**src/rtl/mem_bus_arbiter.sv**
```systemverilog
`timescale 1ns/1ps
// mem_bus_arbiter
// Shares one 32-bit memory bus between the instruction-fetch port (I) and
// the data port (D). One transaction at a time goes through a registered
// IDLE -> BUSY_x -> IDLE handshake, guarded by a timeout watchdog.
//
// Ports
//   clk, rst                 clock (rising edge), async active-low reset
//   i_req/i_addr             fetch request (read only)
//   i_rdata/i_ack/i_err      fetch result, one-cycle ack, timeout flag
//   d_req/d_we/d_sel/d_addr/d_wdata   data request
//   d_rdata/d_ack/d_err      data result, one-cycle ack, timeout flag
//   m_req/m_we/m_sel/m_addr/m_wdata   registered bus request to memory
//   m_rdata/m_ack            bus read data and single-cycle acknowledge
//   stallreq_if/stallreq_mem pipeline stall requests to ctrl
module mem_bus_arbiter #(
    parameter int PRIORITY_MODE  = 0,    // 0 = round-robin, 1 = D always wins
    parameter int TIMEOUT_CYCLES = 255,  // BUSY cycles without m_ack before abort
    parameter int CNT_W          = 8
) (
    input  logic        clk,
    input  logic        rst,
    input  logic        i_req,
    input  logic [31:0] i_addr,
    output logic [31:0] i_rdata,
    output logic        i_ack,
    output logic        i_err,
    input  logic        d_req,
    input  logic        d_we,
    input  logic [3:0]  d_sel,
    input  logic [31:0] d_addr,
    input  logic [31:0] d_wdata,
    output logic [31:0] d_rdata,
    output logic        d_ack,
    output logic        d_err,
    output logic        m_req,
    output logic        m_we,
    output logic [3:0]  m_sel,
    output logic [31:0] m_addr,
    output logic [31:0] m_wdata,
    input  logic [31:0] m_rdata,
    input  logic        m_ack,
    output logic        stallreq_if,
    output logic        stallreq_mem
);

    typedef enum logic [1:0] {IDLE, BUSY_I, BUSY_D} state_t;

    localparam logic [CNT_W-1:0] TO_LAST = CNT_W'(TIMEOUT_CYCLES - 1);

    state_t           r_state;
    logic [CNT_W-1:0] r_cnt;
    logic             r_last_d;   // last grant: 0 = I, 1 = D

    // D wins when alone, under fixed priority, or when I was served last.
    logic w_grant_d;
    assign w_grant_d = d_req & (~i_req | (PRIORITY_MODE != 0) | ~r_last_d);

    assign stallreq_if  = i_req & ~i_ack;
    assign stallreq_mem = d_req & ~d_ack;

    always_ff @(posedge clk or negedge rst) begin
        if (!rst) begin
            r_state  <= IDLE;
            r_cnt    <= '0;
            r_last_d <= 1'b0;
            m_req    <= 1'b0;
            m_we     <= 1'b0;
            m_sel    <= 4'h0;
            m_addr   <= '0;
            m_wdata  <= '0;
            i_rdata  <= '0;
            d_rdata  <= '0;
            i_ack    <= 1'b0;
            d_ack    <= 1'b0;
            i_err    <= 1'b0;
            d_err    <= 1'b0;
        end else begin
            // acks and error flags are single-cycle pulses
            i_ack <= 1'b0;
            d_ack <= 1'b0;
            i_err <= 1'b0;
            d_err <= 1'b0;
            case (r_state)
                IDLE: begin
                    // m_ack seen here is stray and deliberately ignored
                    if (w_grant_d) begin
                        r_state  <= BUSY_D;
                        m_req    <= 1'b1;
                        m_we     <= d_we;
                        m_sel    <= d_sel;
                        m_addr   <= d_addr;
                        m_wdata  <= d_wdata;
                        r_last_d <= 1'b1;
                        r_cnt    <= '0;
                    end else if (i_req) begin
                        r_state  <= BUSY_I;
                        m_req    <= 1'b1;
                        m_we     <= 1'b0;
                        m_sel    <= 4'hF;
                        m_addr   <= i_addr;
                        r_last_d <= 1'b0;
                        r_cnt    <= '0;
                    end
                end
                BUSY_I, BUSY_D: begin
                    // ack is tested first so it wins over a same-cycle timeout
                    if (m_ack) begin
                        m_req   <= 1'b0;
                        r_state <= IDLE;
                        if (r_state == BUSY_I) begin
                            i_ack   <= 1'b1;
                            i_rdata <= m_rdata;
                        end else begin
                            d_ack <= 1'b1;
                            if (!m_we) d_rdata <= m_rdata;
                        end
                    end else if (r_cnt == TO_LAST) begin
                        m_req   <= 1'b0;
                        r_state <= IDLE;
                        if (r_state == BUSY_I) begin
                            i_ack   <= 1'b1;
                            i_err   <= 1'b1;
                            i_rdata <= '0;
                        end else begin
                            d_ack   <= 1'b1;
                            d_err   <= 1'b1;
                            d_rdata <= '0;
                        end
                    end else begin
                        r_cnt <= r_cnt + 1'b1;
                    end
                end
                default: r_state <= IDLE;
            endcase
        end
    end

endmodule
```
**config.mk**
```make
export PLATFORM = sky130hd
export DESIGN_NAME = mem_bus_arbiter
export DESIGN_NICKNAME = d
export VERILOG_FILES = /design/src/rtl/mem_bus_arbiter.sv
export SDC_FILE = /design/constraint.sdc
export NUM_CORES = 1
export LEC_CHECK = 0
export CORE_MARGIN = 4
export CORE_UTILIZATION = 37
export DETAILED_ROUTE_END_ITERATION = 8
export PLACE_DENSITY = 0.79
export SLEW_MARGIN = 20
export SYNTH_ARGS = -nofsm -noshare
export SYNTH_HDL_FRONTEND = slang
export SYNTH_SLANG_ARGS = --single-unit
```
**constraint.sdc**
```tcl
create_clock -name clk -period 1.9 [get_ports clk]
set_input_delay 0.475 -clock clk [delete_from_list [all_inputs] [get_ports clk]]
set_output_delay 0.475 -clock clk [all_outputs]
set_load 0.05 [all_outputs]
```
## Word level (Yosys, flattened, before mapping)

Index checks and enable logic that the tools add are counted.

- Bits in registers: 149
- Input port bits: 138
- Output and inout port bits: 140
- Logic and storage cells: 87

- Add/sub/neg operators: 1
- Equal/unequal tests: 8
- Muxes and demuxes: 43
- Bitwise operators: 9
- Reductions and logical operators: 12

Operators by type and width:

| kind | count |
|---|---|
| 32-bit 2-to-1 mux | 11 |
| 8-bit 2-to-1 mux | 4 |
| 1-bit 2-to-1 mux | 19 |
| 8-bit case mux with 2 select lines | 1 |
| 8-bit by 1-bit adder with 8-bit output, second input constant | 1 |
| 8-bit == test, second input constant | 1 |
| 2-bit 2-to-1 mux | 4 |
| 4-bit 2-to-1 mux | 2 |
| 4-bit AND reduction | 2 |
| 2-bit != test, second input constant | 3 |
| 3-bit != test, second input constant | 2 |
| 2-bit AND reduction | 3 |
| 3-bit AND reduction | 2 |
| 2-bit nonzero test | 3 |
| 1-bit NOT | 5 |
| 2-bit case mux with 2 select lines | 1 |
| 1-bit bitwise AND | 3 |
| 2-bit by 1-bit == test with 1-bit output, second input constant | 1 |
| 2-bit == test, second input constant | 1 |
| 2-bit zero test | 1 |
| 1-bit case mux with 2 select lines | 1 |
| 2-bit OR reduction | 1 |
| 1-bit OR | 1 |

## Logic depth before layout (Yosys ltp)

- Depth after elaboration: 5
- Depth in mapped cells: 8
- Gate-level depth less buffers: 6

## Least setup slack after synthesis

No wires, ideal clock.

- Path kind: reg-to-output
- From: register i_ack
- To: output stallreq_if
- Arrival: 1.318 ns
- Required time: 1.425 ns
- Setup slack: 0.107 ns
- Stages on the path, launching flop included: 2
- Buffers on the path: 0
- Cells stage by stage: dfrtp_1 nor2b_1

- Word-level cells in the longest chain between the ends: 2

RTL lines:

| item | line | source |
|---|---|---|
| start, declared | 26 | `output logic i_ack,` |
| start signal, assigned | 74 | `i_ack <= 1'b0;` |
| start signal, assigned | 80 | `i_ack <= 1'b0;` |
| start signal, assigned | 112 | `i_ack <= 1'b1;` |
| 1-bit NOT | 59 | `assign stallreq_if = i_req & ~i_ack;` |
| 1-bit bitwise AND | 59 |  |
| end, declared | 43 | `output logic stallreq_if,` |

Every way passes these cells.

## Worst setup path in the final report

- From: register r_state[0]
- To: register d_rdata[23]

- Word-level cells in the longest chain between the ends: 3
- Elaborated cells on any way between the ends: 5
- Classes of those cells: 2 x eq/ne; 1 x bitwise; 2 x reduce/logical

RTL lines:

| item | line | source |
|---|---|---|
| start, declared | 51 | `state_t r_state;` |
| start signal, assigned | 64 | `r_state <= IDLE;` |
| start signal, assigned | 88 | `r_state <= BUSY_D;` |
| start signal, assigned | 97 | `r_state <= BUSY_I;` |
| 2-bit by 1-bit == test with 1-bit output / 2-bit == test (equally long branches) | 84, 111, 121 |  |
| 2-bit OR reduction / 1-bit NOT (equally long branches) | - |  |
| 4-bit AND reduction (no line) * | - |  |
| end signal, assigned | 116 | `if (!m_we) d_rdata <= m_rdata;` |
| end, declared | 33 | `output logic [31:0] d_rdata,` |

Every way passes the cells marked *; elsewhere a longest branch is shown, timed or not.
A chain may end at the register's enable or synchronous reset.

==> impl_metrics.yaml <==
logic_synthesis:
  synth-async-reset-ratio: 1.00
  syn_nets: 594
  ys_seq_area_frac: 0.621
  ys_seq_elements: 149
  synth_ff_type: "dfrtp_1"
  syn_inst: 452
  synthTopCellsByArea: "dfrtp_1 (62%), a22o_1 (9.3%), mux2_2 (6.0%)"
  syn_area_sq_um: 6000
  yosysWarnings: 0
  yosysTopAreaCellShare: 0.621
  yosysMostFrequentCell: "dfrtp_1"
  ys_types: 40
  yosys-top-cells-count: "dfrtp_1 (149), a22o_1 (64), nand2_1 (39), o21ai_0 (36), mux2i_1 (33)"
  synth_area_leader_cell: "dfrtp_1"
  syn_avg_cell_area_sq_um: 13.3
  synth_edf_count: 0
sta:
  period_needed_ns: 1.77
  setup_tns_ns: 0
  slew_violations: 0
  finalSetupViolCount: 0
  slew_headroom: 0.705
  worstMarginPinSlew_ns: 0.442
  rsz0062_at_grt: "false"
  skew_ns: 0.0111
  hold_viol: 0
  period_share: 0.930
  fmax_mhz: 566
cts:
  clk_latency_ns: 0.42
  cts_tree: "yes"
  path_clk_slew_ns: 0.06
  clock_path_buffers: 2
  cts_sinks: 149
  numCtsBuffers: 17
  cts_setup_buffers: 0
  htree_levels: 4
  clock-root-buffer: "clkbuf_16"
worst_setup_path:
  required_ns: 2.20
  path_cells: "inv_1, ha_1, buf_4, nand2b_1, nand2b_1, buf_12, a22o_1"
  crit_top_cell: "nand2b_1"
  slowest_delay_ns: 0.36
  arrival_ns: 2.07
  crit_buf_inv: 3
  path_max_fanout: 32
  cp_top_family: "buffers and inverters"
  critPathKind: "reg2reg"
  critPathCaptureType: "flop"
  slowest_stage: "dfrtp_1"
  start_kind: "flop"
cells_and_area:
  stdcell_area_sq_um: 9510
  nets: 889
  stdcell_count: 976
  antenna_cells: 0
  syn_to_final_growth_pct: 58.5
  register_area_sq_um: 3730
  drive_above_1_share: 0.324
  fill_cells: 1275
  postLayoutCoreUtil: 0.599
  multi_input_area_sq_um: 2130
global_routing:
  grtUsageTotal: 0.191
  grt_max_degree: 55
  grt_pass1_wl_um: 27600
  gr-total-overflow: 0
  grt_pass1_vias: 5293
  antenna_found_initial: 0
placed_design:
  place_congestion: 0.842
  dp_hpwl_um: 13000
  placed_cells: 943
  dpl_cell_area_sq_um: 8900
  portBuffers: 277
routing:
  postRouteWirelength_um: 17600
  vias_per_cell: 5.02
  wl_per_cell_um: 18.0
  routed-wl-met2_um: 9200
  wl_met3_um: 1150
  wl_met1_um: 6790
  vias: 4899
  drcViolationCount: 0
  first_iter_violations: 221
  maxUsedRoutingLayer: "met4"
  dr.pass1.iters: 4
  ant_nets: 0
power_and_ir_drop:
  p_comb_frac: 0.555
  static-leakage-power_nw: 4.51
  p_seq_frac: 0.279
  internal_power_mw: 10.2
  p_switching_mw: 9.50
  clock_power_share: 0.166
  irDropWorstVdd_mv: 1.07
  swShare: 0.482
  p_per_area_nw_per_um2: 2070
floorplanning:
  rows: 46
  die-height_um: 135
  coreArea_sq_um: 15900
  num_io_pins: 278
  dieArea_sq_um: 18300
  start_util: 0.378
  fp.dieW_um: 135
job:
  drv_cap: 0
hold_path:
  hold_class: "reg2reg"
run_status:
  status: "finished, final reports clean"
[cell type report]
| type | count | area share |
|---|---|---|
| clock buffer | 18 | 0.0462 |
| multi-input combinational | 269 | 0.224 |
| timing repair buffer | 306 | 0.293 |
| inverter | 4 | 0.00158 |
| tap | 216 | 0.0284 |
| sequential | 149 | 0.392 |
| clock inverter | 14 | 0.0147 |
[final timing paths]
kind | start | endpoint | slack [ns] | cells past startpoint
max reg2reg | r_state[0] | d_rdata[23] | 0.13 | 7
max in group asynchronous | rst | i_rdata[30] | 0.72 | 3
min | m_addr[14] | m_addr[14] | 0.48 | 2
min reg2reg | m_addr[14] | m_addr[14] | 0.48 | 2
min in group asynchronous | rst | i_rdata[27] | 0.57 | 2
max | r_state[0] | d_rdata[23] | 0.13 | 7
[flip-flops by register name, indices dropped and copies added, names as in the netlist, 2 cells and up]
| signal | count |
|---|---|
| d_rdata | 32 |
| i_rdata | 32 |
| m_addr | 32 |
| m_sel | 4 |
| m_wdata | 32 |
| r_cnt | 8 |
| r_state | 2 |
[power groups by stage]
stage	clock network, mW	registers (mW)	logic, mW
finish	3.26	5.50	10.9
floorplan	0	10.2	2.48
global placement	0	5.46	10.8
global route	3.49	5.68	11.5
CTS	3.33	5.49	11.0
detailed placement	0	5.51	11.0
[worst reg2reg max path, delay by kind of cell (launching register included)]
| kind | cells | cell delay (ns) |
|---|---|---|
| buffers and inverters | 3 | 0.47 |
| AND/OR/NAND/NOR | 2 | 0.33 |
| flip-flops | 1 | 0.36 |
| AO/OA/AOI/OAI | 1 | 0.21 |
| adder cells (fa/ha/maj) | 1 | 0.29 |
[layout by cell type, fill, tap and decap left out, types with 4 or more instances in the layout]
| cell type | instances |
|---|---|
| ha_1 | 4 |
| nand2b_1 | 5 |
| a211o_1 | 4 |
| o21ai_0 | 36 |
| dfrtp_1 | 149 |
| a22o_1 | 64 |
| buf_4 | 156 |
| nand2_1 | 39 |
| nand3_1 | 6 |
| clkdlybuf4s50_1 | 134 |
| mux2i_1 | 33 |
| inv_1 | 4 |
| buf_12 | 11 |
| inv_6 | 5 |
| o22a_1 | 4 |
| nor2_1 | 5 |
| mux2_2 | 32 |
| clkinvlp_4 | 4 |
| clkbuf_16 | 17 |
| o211ai_1 | 4 |
[stage by stage]
stage,hold WS [ns],total power [mW],worst slack (ns)
after floorplan,0.179,12.7,0.107
after global placement,0.429,16.3,-0.230
after detailed placement,0.435,16.5,-0.247
after CTS,0.486,19.9,0.0684
after global routing,0.510,20.6,0.0222
final,0.480,19.7,0.133
[routing by layer]
metal	GRT usage	vias up
li1	-	2259
met1	0.226	2436
met2	0.334	178
met3	0.0509	26
met4	0.0711	0
met5	0	-
[cells by family after synthesis]
group | count (synthesis) | synth area share
AO/OA/AOI/OAI | 126 | 0.160
AND/OR/NAND/NOR | 74 | 0.0653
multiplexers | 65 | 0.115
adder cells (fa/ha/maj) | 4 | 0.00834
buffers and inverters | 34 | 0.0298
flip-flops | 149 | 0.621
[repair_timing]
action | CTS | global route
hold buffers | 1 | 0
resized for setup | 6 | 1
pin swaps | 0 | 0
endpoints found under the setup margin | 2 | 30
hold endpoints to repair | 38 | 0
Power figures use the tool's default switching activity.
